==> src/rtl/sprite_mover.sv <==
// Sprite mover: optionally erases a sprite, steps it one move left/right, and redraws it.
// Pixels stream from a synchronous sprite ROM into a VGA-style plot port.
module sprite_mover #(
    parameter int          SPR_W         = 28,
    parameter int          SPR_H         = 20,
    parameter int          ADDR_W        = 10,
    parameter int          X_INIT        = 146,
    parameter int          X_MIN         = 0,
    parameter int          X_MAX         = 292,
    parameter int          STEP          = 1,
    parameter logic [2:0]  ERASE_COLOUR  = 3'b000,
    parameter bit          TRANSP_EN     = 1'b0,
    parameter logic [2:0]  TRANSP_COLOUR = 3'b111
) (
    input  logic              clk,
    input  logic              resetn,
    input  logic              start,
    input  logic              move_req,
    input  logic              move_dir,
    input  logic [7:0]        y_pos,
    output logic [ADDR_W-1:0] rom_addr,
    input  logic [2:0]        rom_q,
    output logic [8:0]        x_out,
    output logic [7:0]        y_out,
    output logic [2:0]        colour,
    output logic              plot,
    output logic [8:0]        x_cur,
    output logic              busy,
    output logic              done
);

    localparam int NPIX = SPR_W * SPR_H;
    localparam int CW   = (SPR_W > 1) ? $clog2(SPR_W) : 1;
    localparam int RW   = (SPR_H > 1) ? $clog2(SPR_H) : 1;

    typedef enum logic [2:0] {StIdle, StErase, StMove, StDraw, StDone} state_e;

    state_e            state_q, state_d;
    logic [ADDR_W-1:0] k_q, k_d;
    logic [CW-1:0]     col_q, col_d;
    logic [RW-1:0]     row_q, row_d;
    logic              drain_q, drain_d;
    logic [8:0]        x_q, x_d;
    logic [8:0]        tgt_q, tgt_d;
    logic [7:0]        y_q, y_d;
    // Pipeline stage aligned with rom_q: holds coordinates of the pixel being plotted.
    logic              pv_q, pv_d;
    logic              perase_q, perase_d;
    logic [8:0]        px_q, px_d;
    logic [7:0]        py_q, py_d;
    int                tgt_int;

    always_comb begin
        state_d  = state_q;
        k_d      = k_q;
        col_d    = col_q;
        row_d    = row_q;
        drain_d  = drain_q;
        x_d      = x_q;
        tgt_d    = tgt_q;
        y_d      = y_q;
        pv_d     = 1'b0;
        perase_d = perase_q;
        px_d     = px_q;
        py_d     = py_q;
        rom_addr = '0;

        tgt_int = move_dir ? (int'(x_q) + STEP) : (int'(x_q) - STEP);
        if (tgt_int < X_MIN) tgt_int = X_MIN;
        if (tgt_int > X_MAX) tgt_int = X_MAX;

        case (state_q)
            StIdle: begin
                if (start) begin
                    y_d   = y_pos;
                    tgt_d = 9'(tgt_int);
                    if (move_req && (9'(tgt_int) != x_q)) state_d = StErase;
                    else                                   state_d = StDraw;
                end
            end
            StErase, StDraw: begin
                if (drain_q) begin
                    drain_d = 1'b0;
                    state_d = (state_q == StErase) ? StMove : StDone;
                end else begin
                    rom_addr = k_q;
                    pv_d     = 1'b1;
                    perase_d = (state_q == StErase);
                    px_d     = x_q + 9'(col_q);
                    py_d     = y_q + 8'(row_q);
                    if (k_q == ADDR_W'(NPIX - 1)) begin
                        k_d     = '0;
                        col_d   = '0;
                        row_d   = '0;
                        drain_d = 1'b1;
                    end else begin
                        k_d = k_q + ADDR_W'(1);
                        if (col_q == CW'(SPR_W - 1)) begin
                            col_d = '0;
                            row_d = row_q + RW'(1);
                        end else begin
                            col_d = col_q + CW'(1);
                        end
                    end
                end
            end
            StMove: begin
                x_d     = tgt_q;
                state_d = StDraw;
            end
            StDone:  state_d = StIdle;
            default: state_d = StIdle;
        endcase
    end

    always_ff @(posedge clk or negedge resetn) begin
        if (!resetn) begin
            state_q  <= StIdle;
            k_q      <= '0;
            col_q    <= '0;
            row_q    <= '0;
            drain_q  <= 1'b0;
            x_q      <= 9'(X_INIT);
            tgt_q    <= '0;
            y_q      <= '0;
            pv_q     <= 1'b0;
            perase_q <= 1'b0;
            px_q     <= '0;
            py_q     <= '0;
        end else begin
            state_q  <= state_d;
            k_q      <= k_d;
            col_q    <= col_d;
            row_q    <= row_d;
            drain_q  <= drain_d;
            x_q      <= x_d;
            tgt_q    <= tgt_d;
            y_q      <= y_d;
            pv_q     <= pv_d;
            perase_q <= perase_d;
            px_q     <= px_d;
            py_q     <= py_d;
        end
    end

    // Colour and plot are combinational on rom_q so they line up with the ROM's one-cycle latency.
    assign colour = pv_q ? (perase_q ? ERASE_COLOUR : rom_q) : 3'b000;
    assign plot   = pv_q && !(TRANSP_EN && !perase_q && (rom_q == TRANSP_COLOUR));
    assign x_out  = px_q;
    assign y_out  = py_q;
    assign x_cur  = x_q;
    assign busy   = (state_q != StIdle);
    assign done   = (state_q == StDone);

endmodule
==> config.mk <==
export PLATFORM = sky130hd
export DESIGN_NAME = sprite_mover
export DESIGN_NICKNAME = d
export VERILOG_FILES = /design/src/rtl/sprite_mover.sv
export SDC_FILE = /design/constraint.sdc
export NUM_CORES = 1
export LEC_CHECK = 0
export BUFFER_PORTS_ARGS = -buffer_cell sky130_fd_sc_hd__buf_4
export CAP_MARGIN = 20
export CORE_MARGIN = 2
export CORE_UTILIZATION = 60
export DETAILED_ROUTE_END_ITERATION = 10
export HOLD_SLACK_MARGIN = 0.02
export PLACE_DENSITY = 0.84
export SYNTH_ARGS = -nofsm -noshare
export SYNTH_HDL_FRONTEND = slang
export SYNTH_SLANG_ARGS = --single-unit
==> constraint.sdc <==
create_clock -name clk -period 7.45 [get_ports clk]
set_input_delay 0 -clock clk [delete_from_list [all_inputs] [get_ports clk]]
set_output_delay 0 -clock clk [all_outputs]
set_load 0.01 [all_outputs]
==> results of run 1 <==
cells in the final DEF (no fill, tap or decap), types with 4 or more instances in the layout:
cell type,count
sky130_fd_sc_hd__o21ai_0,38
sky130_fd_sc_hd__nand2_1,82
sky130_fd_sc_hd__nand3_1,11
sky130_fd_sc_hd__or3_1,4
sky130_fd_sc_hd__a21oi_1,10
sky130_fd_sc_hd__dlygate4sd3_1,10
sky130_fd_sc_hd__xor2_1,14
sky130_fd_sc_hd__or2_2,4
sky130_fd_sc_hd__nor2_1,28
sky130_fd_sc_hd__nor2b_1,5
sky130_fd_sc_hd__and3_1,7
sky130_fd_sc_hd__inv_1,14
sky130_fd_sc_hd__o31ai_1,6
sky130_fd_sc_hd__nand4_1,5
sky130_fd_sc_hd__and2_1,18
sky130_fd_sc_hd__clkbuf_8,9
sky130_fd_sc_hd__buf_4,58
sky130_fd_sc_hd__xnor2_1,13
sky130_fd_sc_hd__mux2_2,6
sky130_fd_sc_hd__nand2b_1,8
sky130_fd_sc_hd__ha_1,15
sky130_fd_sc_hd__nor3_1,12
sky130_fd_sc_hd__a21o_1,6
sky130_fd_sc_hd__dfrtp_1,66
through the flow:
step | hold slack [ns] | power [mW] | std cells | instance area [µm²]
4_1_cts | 0.256 | 1.18 | 581 | 4760
3_5_place_dp | 0.169 | 0.810 | 556 | 4430
3_3_place_gp | 0.163 | 0.793 | 556 | 4430
5_1_grt | 0.294 | 1.24 | 581 | 4760
2_1_floorplan | -0.296 | 0.681 | 443 | 4020
6_report | 0.256 | 1.18 | 581 | 4760
what timing repair did:
item / CTS / global route
hold buffers: 10 / 0
gates resized for setup: 0 / 0
hold endpoints to repair: 75 / 0
registers in the layout, summed over array words and instances (netlist names):
| register | flops |
|---|---|
| col_q | 5 |
| tgt_q | 9 |
| y_q | 8 |
| state_q | 3 |
| x_cur | 9 |
| y_out | 8 |
| perase_q | 1 |
| row_q | 5 |
| k_q | 10 |
| plot | 1 |
| drain_q | 1 |
| x_out | 9 |
area by class of cell:
cell class	count	share of cell area [%]
Inverter	14	1.10
Multi-Input combinational cell	338	44.3
Tap cell	77	2.02
Clock inverter	6	2.36
Sequential cell	69	36.3
Clock buffer	9	2.60
Timing Repair Buffer	68	11.2
power groups by stage:
stage               sequential, mW  clock, mW  combinational (mW)
detailed placement           0.515          0               0.296
floorplan                    0.507          0               0.174
CTS                          0.509      0.375               0.301
global route                 0.520      0.390               0.334
global placement             0.511          0               0.283
finish                       0.510      0.370               0.300
how the worst max path moves through the flow:
| stage | end | slack [ns] | cells after the start |
|---|---|---|---|
| 2_1_floorplan | state_q[1] | 4.91 | 10 |
| 4_1_cts | state_q[1] | 4.58 | 9 |
| 5_1_grt | state_q[1] | 4.35 | 10 |
| 3_5_place_dp | state_q[1] | 4.61 | 9 |
| 6_report | state_q[1] | 4.52 | 9 |
| 3_3_place_gp | state_q[1] | 4.66 | 10 |
layer usage:
layer	part of all wire, %	vias up	track usage, %	routed length (µm)
met5	0	-	0	0
met2	48	124	43.3	4590
met3	5.5	16	3.85	532
met1	45	1628	38.4	4330
li1	-	1658	-	-
met4	1.7	0	10.7	164
worst reg2reg max path, delay by kind of cell (launching register included):
family,cells,cell delay [ns]
AO/OA/AOI/OAI,5,1.32
AND/OR/NAND/NOR,3,0.67
flip-flops,1,0.61
adder cells (fa/ha/maj),1,0.24
kinds of logic (layout without fill, tap and decap cells):
family | count (synthesis) | after routing | share of synthesized area [%]
buffers and inverters | 36 | 97 | 4.45
adder cells (fa/ha/maj) | 17 | 17 | 5.66
XOR/XNOR | 27 | 27 | 5.88
flip-flops | 69 | 69 | 43.0
AO/OA/AOI/OAI | 87 | 87 | 14.2
AND/OR/NAND/NOR | 199 | 199 | 24.6
multiplexers | 8 | 8 | 2.18
==> impl_metrics.csv, run 1 <==
group,metric,value,unit
die,ios,58,
die,core_rows,29,
yosys,syn-instance-count,443,
critical_path,cp.required,7.71,ns
finish,combined_flip_flop_and_latch_cell_area,1730,µm²
finish,design.final.nets,533,
drt,wl,9610,µm
clocking,cts.htree.levels,3,
sta,finalHoldViolCount,0,
drt,ant_nets,0,
drt,detailed_route_wire_length_per_cell,16.5,µm
sta,timing_max_transition_violations_final,0,
clocking,tritoncts.num_buffers,9,
yosys,synth.lib_cells_used.distinct,61,
sta,rsz0062_at_grt,"false",
die,initial_utilization,62.6,%
yosys,net_count_of_the_mapped_netlist,476,
yosys,synth_enable_flop_cells,0,
drt,vias,3426,
min_path,min_from,"move_req",
place,port-buffer-count,57,
grt,grt_max_degree,70,
critical_path,critical-path-max-stage-delay,0.61,ns
power,seq_power_share,43.2,%
critical_path,critPathCaptureType,"register",
grt,gr-usage-all-layers,27.4,%
min_path,hold_depth,5,
yosys,yosys.cell_count.top_type,"sky130_fd_sc_hd__nand2_1",
yosys,asyncSetResetFlopFracSynth,100,%
critical_path,slowest_stage,"sky130_fd_sc_hd__dfrtp_1",
sta,finalCriticalPeriod,2.93,ns
sta,pin_slew_with_the_least_headroom_to_its_limit,0.868,ns
sta,max_clock_freq,0.341,GHz
finish,drive_gt1_share,19.2,%
clocking,numClockSinks,69,
critical_path,crit_path_cell_trace,"ha_1 > and4_2 > nand3_1 > a21oi_1 > o22ai_2 > nand2b_1 > a2111o_1 > a31o_1 > o31ai_1",
critical_path,timing.critical_path.fanout_max,11,
status,run_status,"complete, but fails checks",
yosys,ys_seq_elements,69,
drt,drt-vias-per-instance,5.90,
clocking,clock_latency,0.35,ns
sta,setup_total_negative_slack,0,ns
clocking,cts-root-to-sink-buffers,2,
critical_path,worst_path_dominant_cell_family,"compound AO/OA/AOI/OAI gates",
power,cellPowerDensity,248,nW/µm²
clocking,cts_tree,"built",
sta,max-slew-margin-rel,42.2,%
critical_path,worstPathArrival,3.19,ns
drt,detail_route.drc_violations,4,
grt,grt_remaining_overflow,0,
sta,finalWorstSetupSlack,4.52,ns
yosys,synth_largest_area_cell,"sky130_fd_sc_hd__dfrtp_1",
die,floorplan_die_width,85.9,µm
power,power.switching,0.367,mW
clocking,root_buffer,"sky130_fd_sc_hd__clkbuf_8",
job,timing.max_cap.violations,0,
place,dpl_hpwl,6560,µm
critical_path,r2r_cells,9,
yosys,synth.yosys.seq_area_share,43.0,%
yosys,synth_top_cells_by_area,"sky130_fd_sc_hd__dfrtp_1, sky130_fd_sc_hd__nand2_1, sky130_fd_sc_hd__o21ai_0",
power,leakage,2.23,nW
yosys,average_cell_area_after_synthesis,9.08,µm²
die,dieArea,7370,µm²
grt,grt_pass1_vias,3147,
yosys,synthDominantCellAreaShare,41.1,%
yosys,synth.top_cells.by_count,"sky130_fd_sc_hd__nand2_1, sky130_fd_sc_hd__dfrtp_1, sky130_fd_sc_hd__o21ai_0",
die,floorplan.die.height,85.9,µm
power,power.combinational.fraction,25.4,%
yosys,synth_top_flop_cell,"sky130_fd_sc_hd__dfrtp_1",
finish,finish.utilization,74.2,%
finish,final.fill_count,474,
yosys,yosys_warnings,0,
die,core_area,6420,µm²
drt,drt-pass1-iter-count,8,
critical_path,r2r_start,"x_cur[0]",
finish,area_delta_synth_final,18.5,%
yosys,area_of_the_mapped_netlist,4020,µm²
status,violations,"design-rule violations",
critical_path,kind_of_critical_path,"reg -> reg",
clocking,clk_pin_slew,0.08,ns
critical_path,worstReg2RegEnd,"state_q[1]",
sta,finalSetupViolations,0,
power,netSwitchingFraction,31.1,%
power,clkPwrFrac,31.3,%
sta,final.setup_skew,0.0105,ns
clocking,cts_post_setup_buffers_inserted,0,
grt,grt_pass1_wl,15500,µm
critical_path,crit_path_start_kind,"register",
min_path,holdPathEnd,"state_q[1]",
drt,drtIter0Drc,236,
critical_path,worst_setup_slack_for_register_to_register_paths,4.52,ns
finish,n_antenna_cell,0,
sta,finalCritPeriodShare,39.4,%
min_path,min_path_type,"in -> reg",
place,preCtsSetupSlack,4.61,ns
power,vdd_drop_max,0.000140,V
power,internal_power,0.813,mW
place,gp_routability_congestion,0.933,
critical_path,worstPathBufferInverterCount,0,
finish,multi_input_comb_area,2110,µm²
grt,antenna_found_initial,0,
critical_path,timing.critical_path.from,"x_cur[0]",
No activity file was read; power rests on OpenSTA's default activity.
==> run 2: changes to the inputs <==
Settings changed: CORE_UTILIZATION 60 to 58, PLACE_DENSITY 0.84 to 0.82.
Clock period 7.45 ns to 2.7 ns, I/O delays scaled along.
==> run 2 against run 1 <==
Compared with the run above:
- the run now ends clean
- core utilization up 0.33 points
- largest cell class unchanged
- cell area up 5.7%
- combinational power rose to 2.9 times the previous value
- routed wire length up 9.9%
- sequential power rose to 2.8 times the previous value
- non-clock buffer count up 25
- clock-buffer cell count unchanged
- power rose to 2.6 times the previous value
- register-to-register slack worse by 4.5 ns
- clock skew up 0.0036 ns
- global-route usage up 0.54 points
==> impl_metrics.csv, run 2 (same netlist as run 1, synthesis figures left out) <==
group,metric,value,unit
status,run_status,"completed",
sta,final.setup_skew,0.0141,ns
clocking,clk_pin_slew,0.08,ns
clocking,numClockSinks,69,
clocking,cts-root-to-sink-buffers,2,
finish,max_flop_register,"k_q",
job,timing.max_cap.violations,0,
sta,finalCritPeriodShare,98.2,%
critical_path,timing.critical_path.fanout_max,6,
sta,max_clock_freq,0.377,GHz
grt,antenna_found_initial,0,
finish,flip_flop_count_of_the_largest_register_after_layout,10,
grt,grt_pass1_wl,16600,µm
grt,grt_pass1_vias,3521,
clocking,clock_latency,0.35,ns
clocking,cts.htree.levels,3,
die,initial_utilization,59.5,%
drt,vias,3625,
finish,n_antenna_cell,0,
die,ios,58,
power,cellPowerDensity,619,nW/µm²
power,power.switching,1.04,mW
clocking,tritoncts.num_buffers,9,
power,vdd_drop_max,0.000362,V
sta,pin_slew_with_the_least_headroom_to_its_limit,0.870,ns
power,netSwitchingFraction,33.3,%
power,clkPwrFrac,26.9,%
critical_path,cp.required,2.96,ns
drt,ant_nets,0,
clocking,cts_tree,"built",
sta,max-slew-margin-rel,42.0,%
critical_path,r2r_cells,10,
critical_path,worstPathArrival,2.91,ns
grt,gr-usage-all-layers,27.9,%
place,port-buffer-count,57,
place,dpl_hpwl,7100,µm
drt,detailed_route_wire_length_per_cell,17.3,µm
min_path,hold_depth,3,
finish,layout_commonest_cell,"sky130_fd_sc_hd__buf_4",
drt,drtIter0Drc,282,
place,place_area,4590,µm²
power,power.combinational.fraction,27.9,%
drt,drt-pass1-iter-count,4,
drt,drt-vias-per-instance,5.95,
critical_path,crit_path_start_kind,"register",
finish,stdcell_area,5030,µm²
place,gp_routability_congestion,0.961,
sta,timing_max_transition_violations_final,0,
finish,final_cell_mix,"sky130_fd_sc_hd__buf_4, sky130_fd_sc_hd__nand2_1, sky130_fd_sc_hd__dfrtp_1, sky130_fd_sc_hd__o21ai_0, sky130_fd_sc_hd__nor2_1",
finish,drive_gt1_share,27.0,%
sta,setup_total_negative_slack,0,ns
die,core_area,6760,µm²
power,seq_power_share,45.2,%
critical_path,worst_setup_slack_for_register_to_register_paths,0.05,ns
sta,finalCriticalPeriod,2.65,ns
die,dieArea,7620,µm²
critical_path,kind_of_critical_path,"reg -> reg",
grt,grt_max_degree,70,
sta,finalHoldViolCount,0,
power,leakage,2.38,nW
finish,design.final.nets,558,
die,floorplan_die_width,87.3,µm
power,internal_power,2.08,mW
finish,area_delta_synth_final,25.2,%
clocking,root_buffer,"sky130_fd_sc_hd__clkbuf_8",
critical_path,critPathCaptureType,"register",
drt,detail_route.drc_violations,0,
grt,grt_remaining_overflow,0,
die,floorplan.die.height,87.3,µm
die,core_rows,30,
sta,finalSetupViolations,0,
drt,wl,10600,µm
min_path,min_path_type,"in -> reg",
run 2: cell count changes in the layout (fill, tap and decap cells not counted), moves of 2 or more:
cell	delta
sky130_fd_sc_hd__buf_4	+25
sky130_fd_sc_hd__nor3_1	-3
sky130_fd_sc_hd__nor3_2	+3
sky130_fd_sc_hd__a21oi_1	-2
sky130_fd_sc_hd__a21oi_2	+2
sky130_fd_sc_hd__bufinv_16	-2
sky130_fd_sc_hd__clkinv_4	-2
sky130_fd_sc_hd__clkinvlp_4	+2
sky130_fd_sc_hd__o31ai_1	-2
sky130_fd_sc_hd__o31ai_2	+2
run 2: timing repair:
item                                    4_1_cts  5_1_grt
hold buffers                                  9        0
resized for setup                             0       27
endpoints found under the setup margin        0        6
hold endpoints to repair                     74        0
setup buffers                                 0        5
run 2: layout make-up:
| cell class | instances | area (µm²) |
|---|---|---|
| Tap cell | 80 | 100 |
| Inverter | 14 | 52.6 |
| Clock inverter | 6 | 63.8 |
| Clock buffer | 9 | 124 |
| Sequential cell | 69 | 1730 |
| Timing Repair Buffer | 93 | 726 |
| Multi-Input combinational cell | 338 | 2240 |
| Fill cell | 485 | 1720 |
run 2: layer usage:
layer	track usage, %	wire [µm]	vias to the layer above	share of wire (%)
met5	0	0	-	0
met4	11.0	261	0	2.5
met3	5.78	643	30	6.1
met2	45.1	5170	149	49
met1	36.8	4490	1759	42
li1	-	-	1687	-
run 2: worst paths after layout:
path	startpoint	to
min in group asynchronous	resetn	state_q[0]
setup / recovery	x_cur[1]	state_q[1]
max in group asynchronous	resetn	x_cur[0]
hold / removal	start	state_q[0]
hold reg to reg	y_q[2]	y_q[2]
setup reg to reg	x_cur[1]	state_q[1]
run 2: critical path, stage by stage (launching register included):
cell	delay (ns)
sky130_fd_sc_hd__dfstp_2	0.61
sky130_fd_sc_hd__inv_2	0.08
sky130_fd_sc_hd__ha_4	0.17
sky130_fd_sc_hd__nor4b_4	0.13
sky130_fd_sc_hd__or3_1	0.40
sky130_fd_sc_hd__a22oi_2	0.19
sky130_fd_sc_hd__o2bb2ai_2	0.10
sky130_fd_sc_hd__a2111oi_2	0.40
sky130_fd_sc_hd__nor3_1	0.09
sky130_fd_sc_hd__a31o_1	0.22
sky130_fd_sc_hd__o31ai_2	0.16
run 2: power by group through the flow:
| stage | logic [mW] | clock network [mW] | registers, mW |
|---|---|---|---|
| after floorplan | 0.479 | 0 | 1.40 |
| after global placement | 0.791 | 0 | 1.41 |
| after detailed placement | 0.829 | 0 | 1.42 |
| after CTS | 0.845 | 0.841 | 1.40 |
| after global routing | 0.966 | 0.886 | 1.43 |
| final | 0.868 | 0.839 | 1.41 |
run 2: stage by stage:
stage	instances	hold WS [ns]	power (mW)	util, %	setup WS (ns)
6_report	609	0.0294	3.12	74.5	0.0483
3_3_place_gp	580	0.162	2.20	67.9	0.0797
3_5_place_dp	580	0.174	2.25	67.9	0.0296
4_1_cts	604	0.0292	3.09	72.0	0.00802
2_1_floorplan	443	-0.296	1.88	-	0.156
5_1_grt	609	0.0698	3.28	74.5	-0.0427
